==> src/rtl/spi_dac_tx.sv <==
// Purpose: SPI master for a DAC. It sends one FRAME_BITS word MSB first, and sclk idles high.
// Latency: cs_n falls 1 cycle after start. done pulses CLK_DIV*(2*FRAME_BITS+2)+1 cycles after start.
// Backpressure: start is dropped while busy. Define SPI_DAC_TX_HOLD_REG_EN to queue one word instead.
module spi_dac_tx #(
    parameter int CLK_DIV    = 2,
    parameter int FRAME_BITS = 16
) (
    input  logic                  clk,
    input  logic                  rst,
    input  logic                  start,
    input  logic [FRAME_BITS-1:0] data_in,
    output logic                  sclk,
    output logic                  cs_n,
    output logic                  mosi,
    output logic                  busy,
    output logic                  done,
    output logic                  hold_full
);

    localparam int              BW       = $clog2(FRAME_BITS + 1);
    localparam logic [7:0]      DIV_LAST = 8'(CLK_DIV - 1);
    localparam logic [BW-1:0]   BIT_LAST = BW'(FRAME_BITS - 1);
    localparam logic [BW-1:0]   BIT_ONE  = BW'(1);

    typedef enum logic [2:0] {IDLE, SETUP, SHIFT, HOLD, GAP} state_t;

    state_t                  state_q, state_d;
    logic [7:0]              div_q, div_d;
    logic [BW-1:0]           bit_q, bit_d;
    logic [FRAME_BITS-1:0]   shreg_q, shreg_d;
    logic                    sclk_q, sclk_d;
    logic                    cs_n_q, cs_n_d;
    logic                    mosi_q, mosi_d;
    logic                    busy_q, busy_d;
    logic                    done_q, done_d;
    logic                    load;
    logic [FRAME_BITS-1:0]   load_word;
    logic                    div_end;

`ifdef SPI_DAC_TX_HOLD_REG_EN
    logic [FRAME_BITS-1:0]   hold_q, hold_d;
    logic                    hold_full_q, hold_full_d;
`endif

    assign div_end = (div_q == DIV_LAST);

    always_comb begin
        state_d   = state_q;
        div_d     = div_q;
        bit_d     = bit_q;
        shreg_d   = shreg_q;
        sclk_d    = sclk_q;
        cs_n_d    = cs_n_q;
        mosi_d    = mosi_q;
        busy_d    = busy_q;
        done_d    = 1'b0;
        load      = 1'b0;
        load_word = data_in;
`ifdef SPI_DAC_TX_HOLD_REG_EN
        hold_d      = hold_q;
        hold_full_d = hold_full_q;
`endif
        case (state_q)
            IDLE: load = start;
            SETUP: begin
                if (div_end) begin
                    state_d = SHIFT;
                    div_d   = 8'd0;
                end else begin
                    div_d = div_q + 8'd1;
                end
            end
            SHIFT: begin
                // sclk_q tells us which half of the bit period is running.
                if (!div_end) begin
                    div_d = div_q + 8'd1;
                end else begin
                    div_d = 8'd0;
                    if (sclk_q) begin
                        sclk_d = 1'b0;
                    end else if (bit_q == BIT_LAST) begin
                        state_d = HOLD;
                        sclk_d  = 1'b1;
                    end else begin
                        bit_d   = bit_q + BIT_ONE;
                        sclk_d  = 1'b1;
                        shreg_d = shreg_q << 1;
                        mosi_d  = shreg_q[FRAME_BITS-2];
                    end
                end
            end
            HOLD: begin
                if (div_end) begin
                    state_d = GAP;
                    div_d   = 8'd0;
                    cs_n_d  = 1'b1;
                    done_d  = 1'b1;
                    mosi_d  = 1'b0;
                end else begin
                    div_d = div_q + 8'd1;
                end
            end
            GAP: begin
                if (div_end) begin
                    state_d = IDLE;
                    div_d   = 8'd0;
                    busy_d  = 1'b0;
`ifdef SPI_DAC_TX_HOLD_REG_EN
                    if (hold_full_q) begin
                        load        = 1'b1;
                        load_word   = hold_q;
                        hold_full_d = 1'b0;
                    end else begin
                        load = start;
                    end
`endif
                end else begin
                    div_d = div_q + 8'd1;
                end
            end
            default: begin
                state_d = IDLE;
                busy_d  = 1'b0;
            end
        endcase

        if (load) begin
            state_d = SETUP;
            div_d   = 8'd0;
            bit_d   = '0;
            shreg_d = load_word;
            sclk_d  = 1'b1;
            cs_n_d  = 1'b0;
            mosi_d  = load_word[FRAME_BITS-1];
            busy_d  = 1'b1;
        end

`ifdef SPI_DAC_TX_HOLD_REG_EN
        // A start accepted directly at GAP end is not also captured into the hold register.
        if (busy_q && start && !hold_full_q && !load) begin
            hold_d      = data_in;
            hold_full_d = 1'b1;
        end
`endif
    end

    always_ff @(posedge clk or posedge rst) begin
        if (rst) begin
            state_q <= IDLE;
            div_q   <= 8'd0;
            bit_q   <= '0;
            shreg_q <= '0;
            sclk_q  <= 1'b1;
            cs_n_q  <= 1'b1;
            mosi_q  <= 1'b0;
            busy_q  <= 1'b0;
            done_q  <= 1'b0;
        end else begin
            state_q <= state_d;
            div_q   <= div_d;
            bit_q   <= bit_d;
            shreg_q <= shreg_d;
            sclk_q  <= sclk_d;
            cs_n_q  <= cs_n_d;
            mosi_q  <= mosi_d;
            busy_q  <= busy_d;
            done_q  <= done_d;
        end
    end

`ifdef SPI_DAC_TX_HOLD_REG_EN
    always_ff @(posedge clk or posedge rst) begin
        if (rst) begin
            hold_q      <= '0;
            hold_full_q <= 1'b0;
        end else begin
            hold_q      <= hold_d;
            hold_full_q <= hold_full_d;
        end
    end
    assign hold_full = hold_full_q;
`else
    assign hold_full = 1'b0;
`endif

    assign sclk = sclk_q;
    assign cs_n = cs_n_q;
    assign mosi = mosi_q;
    assign busy = busy_q;
    assign done = done_q;

endmodule

==> config.mk <==
export PLATFORM = sky130hd
export DESIGN_NAME = spi_dac_tx
export DESIGN_NICKNAME = d
export VERILOG_FILES = /design/src/rtl/spi_dac_tx.sv
export SDC_FILE = /design/constraint.sdc
export NUM_CORES = 1
export LEC_CHECK = 0
export CAP_MARGIN = 5
export CORE_MARGIN = 2
export CORE_UTILIZATION = 54
export DETAILED_ROUTE_END_ITERATION = 16
export PLACE_DENSITY = 0.79
export SYNTH_ARGS = -nofsm -noshare
export SYNTH_HDL_FRONTEND = slang
export SYNTH_SLANG_ARGS = --single-unit
export TNS_END_PERCENT = 30
==> constraint.sdc <==
create_clock -name clk -period 2.4 [get_ports clk]
set_input_delay 0.36 -clock clk [delete_from_list [all_inputs] [get_ports clk]]
set_output_delay 0.36 -clock clk [all_outputs]
set_load 0.005 [all_outputs]
==> results of run 1 <==
-- layout make-up --
cell class | count | area, µm²
flip-flops and latches | 36 | 903
clock buffers | 8 | 68.8
repair buffers | 26 | 265
fillers | 254 | 1170
inverters | 6 | 22.5
well taps | 46 | 57.6
multi-input cells | 149 | 903
-- path summary, 6_finish.rpt --
kind	from	endpoint	depth (start not counted)
setup / recovery	bit_q[0]	bit_q[3]	9
hold / removal	rst	div_q[7]	3
setup reg to reg	bit_q[0]	bit_q[3]	9
hold reg to reg	busy	busy	1
max in group asynchronous	rst	cs_n	3
min in group clk	busy	busy	1
-- power by group --
group | internal [W] | total (W) | switching (W) | leakage [nW]
combinational | 0.0000270 | 0.0000441 | 0.0000171 | 0.425
sequential | 0.000606 | 0.000606 | 0 | 0.434
clock | 0.000172 | 0.000381 | 0.000209 | 0.0386
total | 0.000806 | 0.00103 | 0.000226 | 0.897
-- cell families (layout without fill, tap and decap cells) --
family | count (synthesis) | in the layout | share of synthesized area, %
AOI/OAI and AO/OA | 49 | 49 | 15.2
xor gates and xnor gates | 4 | 4 | 1.82
adders and majority gates | 4 | 4 | 2.60
buffers and inverters | 23 | 40 | 6.11
DFF | 36 | 36 | 46.9
muxes | 15 | 15 | 8.06
other | 1 | 1 | 0.195
and+or+nand+nor | 76 | 76 | 19.1
-- layer usage --
metal | share of wire, % | wire length [µm] | GRT usage (%) | vias to the layer above
met1 | 46 | 1750 | 24.9 | 748
met2 | 48 | 1810 | 31.7 | 26
met3 | 2.9 | 110 | 4.29 | 8
li1 | - | - | - | 755
met5 | 0 | 0 | 0 | -
met4 | 2.3 | 87 | 11.4 | 0
-- critical path: stages (launching register included) --
cell and delay [ns]:
dfrtp_1 0.43, ha_1 0.22, and3_1 0.18, ha_1 0.21, nor3_1 0.20, and4_1 0.27, buf_12 0.19, nand4_1 0.12
xor2_1 0.16, nor2_1 0.06
-- flip-flops by register name, summed over array words and instances (netlist names) --
register,count
shreg_q,15
div_q,8
bit_q,5
state_q,3
busy,1
cs_n,1
done,1
mosi,1
sclk,1
-- Yosys cell counts (2+ instances only) --
library cell / n
a21oi_1: 8
a31oi_1: 3
xor2_1: 3
a211o_1: 2
nor2_1: 14
dfstp_2: 2
buf_6: 2
nand4_1: 2
dfrtp_1: 34
nor3_1: 4
clkbuf_1: 8
mux2i_1: 14
ha_1: 4
inv_1: 6
buf_2: 4
a22oi_1: 3
nand3_1: 10
o211ai_1: 2
o21ai_1: 23
or2_1: 3
o31ai_1: 2
nand2_1: 30
buf_4: 3
and3_1: 5
-- metrics by stage --
stage               util [%]  hold slack (ns)
finish                  65.5            0.384
global placement        63.5            0.462
global route            65.5            0.441
CTS                     65.5            0.399
floorplan                  -            0.449
detailed placement      63.5            0.466
==> results.rst, run 1 <==
.. list-table::
   :header-rows: 1

   * - Metric
     - Value
   * - Status
     - finished clean
   * - Starting density of the core
     - 56.8%
   * - TritonCTS clock tree
     - built
   * - Standard-cell row count
     - 21
   * - Clock buffers created by TritonCTS
     - 5
   * - Worst-path clk slew
     - 0.11 ns
   * - Count of input and output buffers
     - 23
   * - CTS Root Buffer Type
     - clkbuf_4
   * - Cell types occupying the most area after synthesis
     - dfrtp_1, mux2i_1, o21ai_1
   * - Initial antenna violation count
     - 0
   * - Via count of the first global-routing pass
     - 1397
   * - Antenna cell count
     - 0
   * - Dominant cell type by area after synthesis
     - dfrtp_1
   * - Final cycle utilization of the critical path
     - 90.3%
   * - Worst min path class
     - input port to asynchronous set/reset pin
   * - Largest net degree at the start of global routing
     - 39
   * - Non-Filler Instances
     - 271
   * - Total Die Area
     - 4060 µm²
   * - Detail Placement HPWL
     - 2730 µm
   * - Sequential area share after synthesis
     - 46.9%
   * - DRC violation count after routing
     - 0
   * - Post-Syn Nets
     - 231
   * - Post-CTS Repair Setup Buffers
     - 0
   * - Final net count
     - 247
   * - Final Hold Violating Endpoints
     - 0
   * - Setup slack on the worst flop-to-flop path
     - 0.23 ns
   * - Post-layout minimum cycle time
     - 2.17 ns
   * - Leakage dissipation
     - 0.897 nW
   * - Clk sinks
     - 36
   * - Number of violations reported at the end of detailed-routing iteration 0
     - 122
   * - Number of endpoints failing setup at the final stage
     - 0
   * - Buffer depth of the longest clock path
     - 2
   * - Highest net fanout along the worst path
     - 21
   * - Aggregate global routing overflow
     - 0
   * - Post-layout power
     - 0.00103 W
   * - Number of buffers inserted by hold repair at cts
     - 0
   * - Distinct cells, synth
     - 41
   * - Post-CTS resize count
     - 0
   * - H-tree Lvls
     - 2
   * - Final cell area excluding filler cells
     - 2220 µm²
   * - Tot GR Track Use
     - 19.9%
   * - Number of maximum-capacitance constraint violations
     - 0
   * - Element type at the critical path end
     - flop
   * - Cell count after synthesis
     - 208
   * - Pre-CTS setup slack
     - 0.239 ns
   * - Horiz. Die Dim
     - 63.7 µm
   * - Peak clock frequency supported by timing
     - 461 MHz
   * - Syn Std Cell Area
     - 1920 µm²
   * - Fin Setup TNS
     - 0 ns
   * - Setup crit start kind
     - flop
   * - Most frequent cells in the layout
     - dfrtp_1, nand2_1, o21ai_1, clkdlybuf4s50_1
   * - Pre-antenna DRT Iters
     - 4
   * - Number of synthesized register bits
     - 36
   * - Synth-to-layout area growth
     - 15.4%
   * - Number of enable-type register cells in the synthesized netlist
     - 0
   * - Fraction of final layout cells sized beyond drive strength 1
     - 7.56%
   * - Via count
     - 1537
   * - Number of vias per cell after detailed routing
     - 5.67
   * - Critical path type
     - flop to flop
   * - Most instantiated flip-flop cell in the synthesis netlist
     - dfrtp_1
   * - Worst-skew pair later-pin latency
     - 0.36 ns
   * - Portion of synthesized cell area occupied by the leading cell type
     - 44.2%
   * - GP Congestion
     - 0.834
   * - Routed wirelength normalized by instance count
     - 13.8 µm
   * - Crit path required time
     - 2.65 ns
   * - Vertical die dimension
     - 63.7 µm
   * - Final ANT Viol Nets
     - 0
   * - Setup repair after global routing missed its margin
     - no
   * - Max-slew violation total from the final report
     - 0
   * - Number of warnings reported in the yosys synthesis log
     - 0
   * - Global-route wire length before repair
     - 6220 µm
   * - Placed standard-cell area
     - 2150 µm²
   * - Data arrival, critical path
     - 2.42 ns
   * - Least setup slack across all paths after layout
     - 0.233 ns
   * - Final clock skew
     - 0.0124 ns
   * - Number of top-level pins
     - 25
   * - Area of the core
     - 3390 µm²
   * - # placed instances
     - 263
   * - Total routed wirelength
     - 3750 µm
   * - Power density of the placed cells
     - 465 nW/µm²
   * - Most frequent standard cell in the layout excluding fill and tap cells
     - dfrtp_1
   * - Synthesized area divided by synthesized cell count
     - 9.25 µm²
   * - Share of async-settable or async-resettable flops after synthesis
     - 100%
   * - Peak ir drop on the vdd network
     - 0.253 mV
Note: power is estimated with default switching activity, not from simulation.
==> run 2: changes to the inputs <==
--- a/config.mk
+++ b/config.mk
@@ -10,6 +10,7 @@
 export CORE_UTILIZATION = 54
 export DETAILED_ROUTE_END_ITERATION = 16
 export PLACE_DENSITY = 0.79
+export SETUP_SLACK_MARGIN = 0.02
 export SYNTH_ARGS = -nofsm -noshare
 export SYNTH_HDL_FRONTEND = slang
 export SYNTH_SLANG_ARGS = --single-unit
==> results of run 2 <==
Final layout, timing and power as in run 1 (identical DEF).
